**config.mk**
```make
export PLATFORM = sky130hd
export DESIGN_NAME = mem_port_arbiter_flat
export DESIGN_NICKNAME = d
export VERILOG_FILES = /design/src/rtl/mem_port_arbiter_pkg.sv /design/src/rtl/mem_port_arbiter_if.sv /design/src/rtl/mem_port_arbiter_arb_rr2.sv /design/src/rtl/mem_port_arbiter.sv /design/src/flat_wrapper.sv
export SDC_FILE = /design/constraint.sdc
export NUM_CORES = 1
export LEC_CHECK = 0
export ABC_CLOCK_PERIOD_IN_PS = 3240
export BUFFER_PORTS_ARGS = -buffer_cell sky130_fd_sc_hd__buf_4
export CAP_MARGIN = 5
export CELL_PAD_IN_SITES_DETAIL_PLACEMENT = 1
export CELL_PAD_IN_SITES_GLOBAL_PLACEMENT = 2
export CORE_MARGIN = 2
export CORE_UTILIZATION = 21
export DETAILED_ROUTE_END_ITERATION = 8
export PLACE_DENSITY = 0.91
export SLEW_MARGIN = 0
export SYNTH_ARGS = -nofsm -noshare
export SYNTH_HDL_FRONTEND = slang
export SYNTH_SLANG_ARGS = --single-unit
export TNS_END_PERCENT = 1
```
**constraint.sdc**
```tcl
create_clock -name clk -period 3.24 [get_ports clk]
set_input_delay 0 -clock clk [delete_from_list [all_inputs] [get_ports clk]]
set_output_delay 0 -clock clk [all_outputs]
set_load 0.02 [all_outputs]
```
**src/rtl/mem_port_arbiter_pkg.sv**
```systemverilog
// Shared types and constants for the two-requester memory port arbiter.
// The transaction record is captured once when a request wins and is replayed on the memory side.
package mem_port_arbiter_pkg;

  localparam int XLEN = 32;
  localparam int BE_W = 4;

  localparam logic OWNER_IF = 1'b0;
  localparam logic OWNER_LS = 1'b1;

  typedef enum logic [1:0] {
    ST_IDLE  = 2'd0,
    ST_ISSUE = 2'd1,
    ST_WAIT  = 2'd2
  } state_e;

  typedef struct packed {
    logic            owner;
    logic [XLEN-1:0] addr;
    logic            we;
    logic [XLEN-1:0] wdata;
    logic [BE_W-1:0] be;
  } txn_t;

  // Fetches are always reads with no byte lanes enabled; only load/store carries we/wdata/be.
  function automatic txn_t build_txn(
    input logic            owner,
    input logic [XLEN-1:0] if_addr,
    input logic [XLEN-1:0] ls_addr,
    input logic            ls_we,
    input logic [XLEN-1:0] ls_wdata,
    input logic [BE_W-1:0] ls_be
  );
    txn_t t;
    t       = '0;
    t.owner = owner;
    if (owner == OWNER_LS) begin
      t.addr  = ls_addr;
      t.we    = ls_we;
      t.wdata = ls_wdata;
      t.be    = ls_be;
    end else begin
      t.addr  = if_addr;
    end
    return t;
  endfunction

endpackage

```
**src/rtl/mem_port_arbiter_if.sv**
```systemverilog
// Bundle of the fetch port, load/store port and shared memory port.
// The arbiter takes the slave view; the surrounding core and memory see the master view.
interface mem_port_arbiter_if;
  import mem_port_arbiter_pkg::*;

  logic            if_req;
  logic [XLEN-1:0] if_addr;
  logic            if_gnt;
  logic            if_rvalid;
  logic [XLEN-1:0] if_rdata;

  logic            ls_req;
  logic            ls_we;
  logic [XLEN-1:0] ls_addr;
  logic [XLEN-1:0] ls_wdata;
  logic [BE_W-1:0] ls_be;
  logic            ls_gnt;
  logic            ls_rvalid;
  logic [XLEN-1:0] ls_rdata;

  logic            mem_req;
  logic            mem_we;
  logic [XLEN-1:0] mem_addr;
  logic [XLEN-1:0] mem_wdata;
  logic [BE_W-1:0] mem_be;
  logic            mem_ready;
  logic            mem_rvalid;
  logic [XLEN-1:0] mem_rdata;

  modport slave (
    input  if_req, if_addr,
    input  ls_req, ls_we, ls_addr, ls_wdata, ls_be,
    input  mem_ready, mem_rvalid, mem_rdata,
    output if_gnt, if_rvalid, if_rdata,
    output ls_gnt, ls_rvalid, ls_rdata,
    output mem_req, mem_we, mem_addr, mem_wdata, mem_be
  );

  modport master (
    output if_req, if_addr,
    output ls_req, ls_we, ls_addr, ls_wdata, ls_be,
    output mem_ready, mem_rvalid, mem_rdata,
    input  if_gnt, if_rvalid, if_rdata,
    input  ls_gnt, ls_rvalid, ls_rdata,
    input  mem_req, mem_we, mem_addr, mem_wdata, mem_be
  );

endinterface

```
**src/rtl/mem_port_arbiter_arb_rr2.sv**
```systemverilog
// Two-way round-robin pick: on a tie the requester that did not win last time goes first.
// Purely combinational; the caller owns the last-winner register.
module arb_rr2
  import mem_port_arbiter_pkg::*;
(
  input  logic [1:0] req,
  input  logic       last,
  output logic       winner
);

  always_comb begin
    case (req)
      2'b11:   winner = ~last;
      2'b10:   winner = OWNER_LS;
      default: winner = OWNER_IF;
    endcase
  end

endmodule

```
**src/rtl/mem_port_arbiter.sv**
```systemverilog
// Shares one memory port between instruction fetch and load/store, one transaction at a time.
// IDLE captures the winning request, ISSUE holds it on the bus until accepted, WAIT routes the response.
module mem_port_arbiter
  import mem_port_arbiter_pkg::*;
(
  input  logic               clk,
  input  logic               rst,
  mem_port_arbiter_if.slave  bus,
  output logic               sel,
  output logic               busy,
  output logic               err
);

  state_e state_q, state_d;
  txn_t   txn_q, txn_d;
  logic   last_owner_q, last_owner_d;
  logic   err_q, err_d;

  logic   winner;
  logic   any_req;
  logic   issue_ack;
  logic   wait_done;

  arb_rr2 u_arb (
    .req    ({bus.ls_req, bus.if_req}),
    .last   (last_owner_q),
    .winner (winner)
  );

  assign any_req = bus.if_req | bus.ls_req;

  // Handshakes are masked while rst is high so an abandoned transaction never pulses gnt or rvalid.
  assign issue_ack = (state_q == ST_ISSUE) & bus.mem_ready  & ~rst;
  assign wait_done = (state_q == ST_WAIT)  & bus.mem_rvalid & ~rst;

  always_comb begin
    // NOTE: every next-state signal gets a default first so no path leaves it unassigned (no latch).
    state_d      = state_q;
    txn_d        = txn_q;
    last_owner_d = last_owner_q;
    err_d        = err_q | (bus.mem_rvalid & (state_q != ST_WAIT));

    case (state_q)
      ST_IDLE: begin
        if (any_req) begin
          txn_d        = build_txn(winner, bus.if_addr, bus.ls_addr,
                                   bus.ls_we, bus.ls_wdata, bus.ls_be);
          last_owner_d = winner;
          state_d      = ST_ISSUE;
        end
      end
      ST_ISSUE: begin
        if (bus.mem_ready) state_d = ST_WAIT;
      end
      ST_WAIT: begin
        if (bus.mem_rvalid) state_d = ST_IDLE;
      end
      default: state_d = ST_IDLE;
    endcase
  end

  always_ff @(posedge clk) begin
    // NOTE: sequential state uses non-blocking assignments so all registers update from pre-edge values.
    if (rst) begin
      state_q      <= ST_IDLE;
      txn_q        <= '0;
      last_owner_q <= OWNER_LS;
      err_q        <= 1'b0;
    end else begin
      state_q      <= state_d;
      txn_q        <= txn_d;
      last_owner_q <= last_owner_d;
      err_q        <= err_d;
    end
  end

  assign bus.mem_req   = (state_q == ST_ISSUE) & ~rst;
  assign bus.mem_we    = txn_q.we;
  assign bus.mem_addr  = txn_q.addr;
  assign bus.mem_wdata = txn_q.wdata;
  assign bus.mem_be    = txn_q.be;

  assign bus.if_gnt    = issue_ack & (txn_q.owner == OWNER_IF);
  assign bus.ls_gnt    = issue_ack & (txn_q.owner == OWNER_LS);
  assign bus.if_rvalid = wait_done & (txn_q.owner == OWNER_IF);
  assign bus.ls_rvalid = wait_done & (txn_q.owner == OWNER_LS);

  // Read data is shared; the rvalid pulses alone qualify it.
  assign bus.if_rdata  = bus.mem_rdata;
  assign bus.ls_rdata  = bus.mem_rdata;

  assign sel  = txn_q.owner;
  assign busy = (state_q != ST_IDLE);
  assign err  = err_q;

endmodule

```
**src/flat_wrapper.sv**
```systemverilog
// flat-port wrapper written by rule: the top's interface ports become plain ports
module mem_port_arbiter_flat import mem_port_arbiter_pkg::*;
  (clk, rst, sel, busy, err, bus_if_req, bus_if_addr, bus_ls_req, bus_ls_we, bus_ls_addr, bus_ls_wdata, bus_ls_be, bus_mem_ready, bus_mem_rvalid, bus_mem_rdata, bus_if_gnt, bus_if_rvalid, bus_if_rdata, bus_ls_gnt, bus_ls_rvalid, bus_ls_rdata, bus_mem_req, bus_mem_we, bus_mem_addr, bus_mem_wdata, bus_mem_be);
  mem_port_arbiter_if bus_i ();
  input  logic clk;
  input  logic rst;
  output logic sel;
  output logic busy;
  output logic err;
  input wire logic [$bits(bus_i.if_req)-1:0] bus_if_req;
  input wire logic [$bits(bus_i.if_addr)-1:0] bus_if_addr;
  input wire logic [$bits(bus_i.ls_req)-1:0] bus_ls_req;
  input wire logic [$bits(bus_i.ls_we)-1:0] bus_ls_we;
  input wire logic [$bits(bus_i.ls_addr)-1:0] bus_ls_addr;
  input wire logic [$bits(bus_i.ls_wdata)-1:0] bus_ls_wdata;
  input wire logic [$bits(bus_i.ls_be)-1:0] bus_ls_be;
  input wire logic [$bits(bus_i.mem_ready)-1:0] bus_mem_ready;
  input wire logic [$bits(bus_i.mem_rvalid)-1:0] bus_mem_rvalid;
  input wire logic [$bits(bus_i.mem_rdata)-1:0] bus_mem_rdata;
  output wire logic [$bits(bus_i.if_gnt)-1:0] bus_if_gnt;
  output wire logic [$bits(bus_i.if_rvalid)-1:0] bus_if_rvalid;
  output wire logic [$bits(bus_i.if_rdata)-1:0] bus_if_rdata;
  output wire logic [$bits(bus_i.ls_gnt)-1:0] bus_ls_gnt;
  output wire logic [$bits(bus_i.ls_rvalid)-1:0] bus_ls_rvalid;
  output wire logic [$bits(bus_i.ls_rdata)-1:0] bus_ls_rdata;
  output wire logic [$bits(bus_i.mem_req)-1:0] bus_mem_req;
  output wire logic [$bits(bus_i.mem_we)-1:0] bus_mem_we;
  output wire logic [$bits(bus_i.mem_addr)-1:0] bus_mem_addr;
  output wire logic [$bits(bus_i.mem_wdata)-1:0] bus_mem_wdata;
  output wire logic [$bits(bus_i.mem_be)-1:0] bus_mem_be;
  assign bus_i.if_req = bus_if_req;
  assign bus_i.if_addr = bus_if_addr;
  assign bus_i.ls_req = bus_ls_req;
  assign bus_i.ls_we = bus_ls_we;
  assign bus_i.ls_addr = bus_ls_addr;
  assign bus_i.ls_wdata = bus_ls_wdata;
  assign bus_i.ls_be = bus_ls_be;
  assign bus_i.mem_ready = bus_mem_ready;
  assign bus_i.mem_rvalid = bus_mem_rvalid;
  assign bus_i.mem_rdata = bus_mem_rdata;
  assign bus_if_gnt = bus_i.if_gnt;
  assign bus_if_rvalid = bus_i.if_rvalid;
  assign bus_if_rdata = bus_i.if_rdata;
  assign bus_ls_gnt = bus_i.ls_gnt;
  assign bus_ls_rvalid = bus_i.ls_rvalid;
  assign bus_ls_rdata = bus_i.ls_rdata;
  assign bus_mem_req = bus_i.mem_req;
  assign bus_mem_we = bus_i.mem_we;
  assign bus_mem_addr = bus_i.mem_addr;
  assign bus_mem_wdata = bus_i.mem_wdata;
  assign bus_mem_be = bus_i.mem_be;
  mem_port_arbiter u_core (.clk(clk), .rst(rst), .bus(bus_i), .sel(sel), .busy(busy), .err(err));
endmodule
```
==> out/results.txt, run 1 <==
Vias in the first global route -> 4493
Post-Syn Instances -> 450
Number of synthesized register bits -> 74
Share of layout cells above drive strength 1 -> 32.1%
CTS tree -> done
Die area -> 18200 um2
Max_cap viols -> 0
Worst Path Max Fanout -> 32
Slew Viols, Final -> 0
Fmax -> 418 MHz
Power per Cell Area -> 462 nW/um2
Post-synth EDFFs -> 0
Worst path max stage delay -> 0.61 ns
Clk slew on worst S/H paths -> 0.06 ns
Routability cong. -> 0.764
Worst slew margin -> 44.2%
Core Region -> 16700 um2
Outcome -> finished, final reports clean
Fin Setup TNS -> 0 ns
CTS buffer count -> 9
Area of the mapped netlist -> 3610 um2
Worst Skew -> 0.00692 ns
Max Root-Sink Buffers -> 2
1st-iter DRT viols -> 108
Crit path kind -> reg2reg
Initial antenna violation count -> 0
Sink Count -> 74
FP Rows -> 47
Fill cell count -> 1964
Crit-path cells -> nor2_4 > inv_1 > buf_4 > nor2_2 > buf_4 > a311oi_1 > dlygate4sd3_1
RSZ-0062 raised after global routing -> no
Fraction of registers with async set/reset -> 0%
Final Cycle Share -> 73.9%
Post-CTS sizing -> 0
Post-DP HPWL -> 8480 um
Clock Tree Root -> clkbuf_16
Avg Synthesized Cell Area -> 8.02 um2
Via count -> 4156
Fin crit period -> 2.40 ns
Crit path DAT -> 2.67 ns
Post-Syn Nets -> 589
Initial Util -> 21.6%
Final WS setup -> 0.845 ns
Die Width -> 135 um
Setup violators final -> 0
Worst Tran Pin Value -> 0.836 ns
Slowest cell on crit path -> dlygate4sd3_1
Setup crit end kind -> flop
Startpoint Class -> flop
Worst EP required -> 3.52 ns
Pre-antenna DRT Iters -> 4
Fin area -> 5940 um2
PortBufs -> 183
DRC errors left -> 0
Netlist cell types -> 26
LEAKAGE -> 0.00255 uW
Register area share after synthesis -> 41.1%
Worst-skew pair later-pin latency -> 0.33 ns
Largest net degree at the start of global routing -> 78
Top FF cell, synth -> dfxtp_1
Vias per std cell -> 4.79
Final antenna-violating net count -> 0
GRT Overall Usage -> 15.9%
Place WS -> 1.37 ns
H-tree depth -> 3
Buf+Inv Stages, Crit Path -> 4
Final Power -> 2740 uW
Worst R2R Setup Slack -> 0.84 ns
Yosys warnings -> 0
Die height -> 135 um
Hold Slack -> 0.00000974 ns
Grt total ovfl -> 0
Worst vdd ir -> 0.000225 V
Wire per inst -> 17.1 um
Area grow syn2layout -> 64.5%
Drt total wl -> 14800 um
Crit path max-delay family -> buffers and inverters
Ports -> 280
Area post-placement -> 4630 um2
Most used cell, CP -> buf_4
Final hold vios -> 0
Global-route wire length before repair -> 23000 um
Hold WC Path Type -> in2out
NumNets Final -> 782
# diodes -> 0
## cells by family (layout without fill, tap and decap cells)
kind of cell           Yosys count  after routing  synth area share, %
flip-flops                      74             74                 41.1
buffers and inverters          110            308                 18.8
AO/OA/AOI/OAI                  146            146                 24.0
AND/OR/NAND/NOR                120            120                 16.1
## worst register-to-register path, delay by kind of cell (launching register included)
family / cells / cell delay, ns
compound gates: 1 / 0.36
buf+inv: 4 / 1.41
flops: 1 / 0.43
simple gates: 2 / 0.14
## placed cells by master (no fill, tap or decap)
cell type      count
nand2_1           67
clkbuf_8           1
nand4_1           37
o21ai_1            1
a21oi_1           72
a21bo_2            1
a311oi_1          32
buf_16             1
o21ai_0           38
dfxtp_1           74
nor3b_1            2
nand3_1            1
or2_1              1
nor4b_1            1
clkinv_2           3
nor2_1             4
o22a_1             1
clkbuf_1           3
a21boi_2           1
and3_1             1
clkbuf_16          9
nand2b_1           1
nor4bb_1           1
nor2_2             2
buf_4            189
nor2_4             1
nand3b_1           1
inv_1              1
dlygate4sd3_1    101
## sequential cells by signal, indices dropped and copies added (netlist names)
register and flops:
u_core.bus.mem_addr 32, u_core.bus.mem_wdata 32, u_core.bus.mem_we 1, u_core.bus.mem_be 4, u_core.state_q 2, u_core.last_owner_q 1
u_core.err 1, u_core.sel 1
## area by class of cell
class	count	area, um2	share of cell area (%)
repair buffers	291	2460	41.4
inverters	1	3.75	0.0632
clock inverters	3	15.0	0.253
multi-input cells	266	1450	24.5
well taps	220	275	4.64
clock buffers	13	250	4.22
flip-flops and latches	74	1480	25.0
## metal layers
layer | GRT usage [%] | share of wire (%) | vias up
met2 | 28.6 | 49 | 189
li1 | - | - | 1930
met3 | 4.35 | 7.6 | 38
met5 | 0 | 0 | -
met4 | 6.94 | 2.8 | 0
met1 | 17.5 | 40 | 1999
## final timing paths
| kind | startpoint | end | depth (start not counted) |
|---|---|---|---|
| max reg2reg | u_core.state_q[1] | u_core.bus.mem_addr[3] | 7 |
| min reg2reg | u_core.bus.mem_wdata[8] | u_core.bus.mem_wdata[8] | 2 |
| min | bus_mem_rdata[26] | bus_if_rdata[26] | 0 |
| max | u_core.state_q[1] | u_core.bus.mem_addr[3] | 7 |
## what timing repair did
| item | 4_1_cts | 5_1_grt |
|---|---|---|
| setup buffers | 0 | 0 |
| hold buffers | 101 | 0 |
| hold endpoints to repair | 71 | 0 |
## power breakdown
part	total [uW]	switching [uW]	internal [uW]
combinational	789	407	382
sequential	1040	51.0	991
clock	913	376	536
total	2740	834	1910
## metrics by stage
stage | std cells | utilization, %
2_1_floorplan | 450 | -
4_1_cts | 867 | 35.4
3_3_place_gp | 750 | 27.7
6_report | 868 | 35.5
5_1_grt | 868 | 35.5
3_5_place_dp | 750 | 27.7
## Yosys cell counts, types with 2 or more instances
master | count | area [um2]
a21oi_1 | 72 | 360
a311oi_1 | 32 | 280
buf_2 | 20 | 100
buf_4 | 64 | 480
clkbuf_1 | 23 | 86.3
dfxtp_1 | 74 | 1480
nand2_1 | 67 | 251
nand4_1 | 37 | 231
nor2_1 | 6 | 22.5
nor3b_1 | 2 | 15.0
o21ai_0 | 38 | 190
Note: power is estimated with default switching activity, not from simulation.
==> inputs of run 2 (changes only) <==
--- a/config.mk
+++ b/config.mk
@@ -5,15 +5,16 @@
 export SDC_FILE = /design/constraint.sdc
 export NUM_CORES = 1
 export LEC_CHECK = 0
-export ABC_CLOCK_PERIOD_IN_PS = 3240
+export ABC_AREA = 1
+export ABC_CLOCK_PERIOD_IN_PS = 2100
 export BUFFER_PORTS_ARGS = -buffer_cell sky130_fd_sc_hd__buf_4
 export CAP_MARGIN = 5
 export CELL_PAD_IN_SITES_DETAIL_PLACEMENT = 1
 export CELL_PAD_IN_SITES_GLOBAL_PLACEMENT = 2
 export CORE_MARGIN = 2
-export CORE_UTILIZATION = 21
+export CORE_UTILIZATION = 17
 export DETAILED_ROUTE_END_ITERATION = 8
-export PLACE_DENSITY = 0.91
+export PLACE_DENSITY = 0.81
 export SLEW_MARGIN = 0
 export SYNTH_ARGS = -nofsm -noshare
 export SYNTH_HDL_FRONTEND = slang
==> constraint.sdc (replaced) <==
create_clock -name clk -period 2.1 [get_ports clk]
set_input_delay 0 -clock clk [delete_from_list [all_inputs] [get_ports clk]]
set_output_delay 0 -clock clk [all_outputs]
set_load 0.02 [all_outputs]
==> run 2 against run 1 <==
Effect of this change:
- sequential share of layout area is 2.4 points lower
- global-route usage is 5.0 points lower
- non-clock buffer count is 13 lower
- register-to-register slack worse by 0.62 ns
- total power is 66% higher
- clock power is 88% higher
- setup slack worse by 0.62 ns
- core utilization is 7.7 points lower
- via count is 6.4% higher
- critical path depth is 1 higher
- largest cell class unchanged
==> out/results.txt, run 2 <==
Outcome -> finished, final reports clean
1st-iter DRT viols -> 85 (-21%)
Slowest cell on crit path -> dlygate4sd3_1
Post-Syn Nets -> 816 (+39%)
Worst EP required -> 2.34 ns (-1.18 ns)
Routability cong. -> 0.681 (-11%)
Worst Path Max Fanout -> 34 (+6.3%)
Initial antenna violation count -> 0 (unchanged)
# diodes -> 0 (unchanged)
LEAKAGE -> 0.00340 uW (+33%)
R2r endpoint -> u_core.bus.mem_addr[28]
HP Start -> bus_mem_rdata[20]
Clock Tree Root -> clkbuf_16
Worst-skew pair later-pin latency -> 0.34 ns (about the same)
Most common library cells after synthesis -> nand2_1 (209), nor2_1 (141), inv_1 (106)
Buf+Inv Stages, Crit Path -> 3 (-1)
Die Width -> 159 um (+18%)
PortBufs -> 183 (unchanged)
NumNets Final -> 1008 (+29%)
Post-synth EDFFs -> 0 (unchanged)
Worst slew margin -> 60.4% (+16 points)
Number of synthesized register bits -> 74 (unchanged)
Pre-antenna DRT Iters -> 4 (unchanged)
Fin area -> 6560 um2 (+11%)
Final hold vios -> 0 (unchanged)
Worst Tran Pin Value -> 0.590 ns (-0.247 ns)
Top FF cell, synth -> dfxtp_1
Worst vdd ir -> 0.000252 V (+12%)
RR Startpoint -> u_core.state_q[1]
Worst R2R Setup Slack -> 0.23 ns (-0.62 ns)
Vias in the first global route -> 4509 (+0.36%)
Crit path kind -> reg2reg
Crit path max-delay family -> buffers and inverters
Crit path DAT -> 2.11 ns (-0.56 ns)
Post-synth top area cell -> dfxtp_1
Core Region -> 23500 um2 (+41%)
Worst path max stage delay -> 0.56 ns (-0.05 ns)
Die area -> 25300 um2 (+39%)
Vias per std cell -> 3.71 (-23%)
Drt total wl -> 13800 um (-6.5%)
Hold WC Path Type -> in2out
Netlist cell types -> 14 (-46%)
Fraction of registers with async set/reset -> 0% (unchanged)
Hold depth -> 0 (unchanged)
Setup crit end kind -> flop
Initial Util -> 17.4% (-4.2 points)
Grt total ovfl -> 0 (unchanged)
Fin crit period -> 1.87 ns (-0.524 ns)
Slew Viols, Final -> 0 (unchanged)
Path depth of the worst reg2reg path -> 8 (+1)
H-tree depth -> 3 (unchanged)
Fmax -> 535 MHz (+28%)
Power per Cell Area -> 694 nW/um2 (+50%)
Top post-synthesis cells by area -> dfxtp_1 (36%), nand2_1 (19%), nor2_1 (13%)
Largest net degree at the start of global routing -> 73 (-6.4%)
Avg Synthesized Cell Area -> 6.05 um2 (-25%)
Area of the mapped netlist -> 4090 um2 (+13%)
Yosys warnings -> 0 (unchanged)
Max_cap viols -> 0 (unchanged)
Post-Syn Instances -> 677 (+50%)
FP Rows -> 56 (+19%)
Wire per inst -> 11.6 um (-32%)
Fin Setup TNS -> 0 ns (unchanged)
Die height -> 159 um (+18%)
Clk slew on worst S/H paths -> 0.06 ns (about the same)
Worst Hold Path EP -> bus_if_rdata[20]
CTS tree -> done
Final antenna-violating net count -> 0 (unchanged)
Final Cycle Share -> 89.1% (+15 points)
GRT Overall Usage -> 10.9% (-5.0 points)
CTS buffer count -> 9 (unchanged)
Crit-path cells -> inv_1 > nand2_1 > nor2_4 > buf_6 > nand2_1 > nor2_1 > dlygate4sd3_1 > nor2_1
Post-DP HPWL -> 9180 um (+8.2%)
Most numerous cell in the Yosys netlist -> nand2_1
Post-CTS Setup Inserts -> 0 (unchanged)
Max Root-Sink Buffers -> 2 (unchanged)
Fill cell count -> 2949 (+50%)
Most common cell after layout, fill and taps aside -> nand2_1
Global-route wire length before repair -> 22200 um (-3.1%)
Area post-placement -> 5360 um2 (+16%)
Ports -> 280 (unchanged)
RSZ-0062 raised after global routing -> no
Setup violators final -> 0 (unchanged)
Sink Count -> 74 (unchanged)
Worst Skew -> 0.00588 ns (-0.00104 ns)
Startpoint Class -> flop
Via count -> 4423 (+6.4%)
Share of the synthesized area in the top cell type -> 36.2% (-4.9 points)
DRC errors left -> 0 (unchanged)
Register area share after synthesis -> 36.2% (-4.9 points)
Area grow syn2layout -> 60.3%
Share of layout cells above drive strength 1 -> 24.1% (-8.0 points)
Leading cell types in the layout, fill and taps excluded -> nand2_1 (208), buf_4 (187), nor2_1 (141), inv_1 (106), dlygate4sd3_1 (86)
[run 2: changes by cell type after synthesis, moves of 2 or more]
cell,before,now
nor3b_1,2,0
o21ai_0,38,0
nand3_1,1,3
nand2_1,67,209
nor3_1,0,3
inv_1,1,106
nand4_1,37,0
a311oi_1,32,0
buf_2,20,22
clkbuf_1,23,9
nor2_1,6,141
a21oi_1,72,40
buf_4,64,66
[run 2: worst max-delay path by stage]
stage	from	cells after the start	end
after global placement	u_core.last_owner_q	6	u_core.bus.mem_wdata[29]
after CTS	u_core.last_owner_q	8	u_core.bus.mem_addr[28]
after floorplan	u_core.state_q[1]	7	u_core.bus.mem_addr[0]
final	u_core.state_q[1]	8	u_core.bus.mem_addr[28]
after global routing	u_core.state_q[1]	8	u_core.bus.mem_addr[12]
after detailed placement	u_core.last_owner_q	6	u_core.bus.mem_wdata[23]
[run 2: cell families after synthesis]
logic type             share of synthesized area (%)
AOI/OAI and AO/OA                               5.10
buffers and inverters                           25.4
DFF                                             36.2
and+or+nand+nor                                 33.3
[run 2: power by group]
part | total [uW] | switching, uW | leakage (uW) | internal [uW]
logic | 1240 | 657 | 0.00263 | 587
registers | 1580 | 63.9 | 0.000608 | 1520
clock network | 1720 | 649 | 0.000159 | 1080
total | 4550 | 1370 | 0.00340 | 3180
[run 2: area by class of cell]
class                   count  area (um2)  area share [%]
well taps                 319         399            6.08
repair buffers            278        2360            35.9
clock buffers              10         239            3.64
clock inverters             6        90.1            1.37
multi-input cells         399        1600            24.3
inverters                 107         402            6.12
flip-flops and latches     74        1480            22.6
[run 2: worst reg2reg max path: cells and delay by family (launching register included)]
kind | cells | cell delay, ns
buffers and inverters | 3 | 0.95
AND/OR/NAND/NOR | 5 | 0.50
flip-flops | 1 | 0.32
[run 2: stage by stage]
step | setup slack (ns) | util, % | power, uW | hold WS [ns] | std cells
6_report | 0.229 | 27.9 | 4550 | 0.00000974 | 1193
4_1_cts | 0.0833 | 27.8 | 4670 | 0.0000648 | 1193
5_1_grt | 0.0396 | 27.9 | 4850 | 0.0000415 | 1193
3_5_place_dp | 0.603 | 22.8 | 2720 | 0.000211 | 1091
3_3_place_gp | 0.630 | 22.8 | 2710 | 0.000211 | 1091
2_1_floorplan | 0.879 | - | 2390 | 0.113 | 677
[run 2: layer usage]
layer  share of wire [%]  track usage, %
met5                   0               0
met4                 2.5            5.00
met3                 6.5            2.97
met2                  47            18.9
met1                  44            12.4
[run 2: what timing repair did]
| item | in CTS | in global routing |
|---|---|---|
| setup endpoints to repair | 0 | 8 |
| resized for setup | 0 | 2 |
| endpoints found under the hold margin | 70 | 0 |
| hold buffers | 86 | 0 |
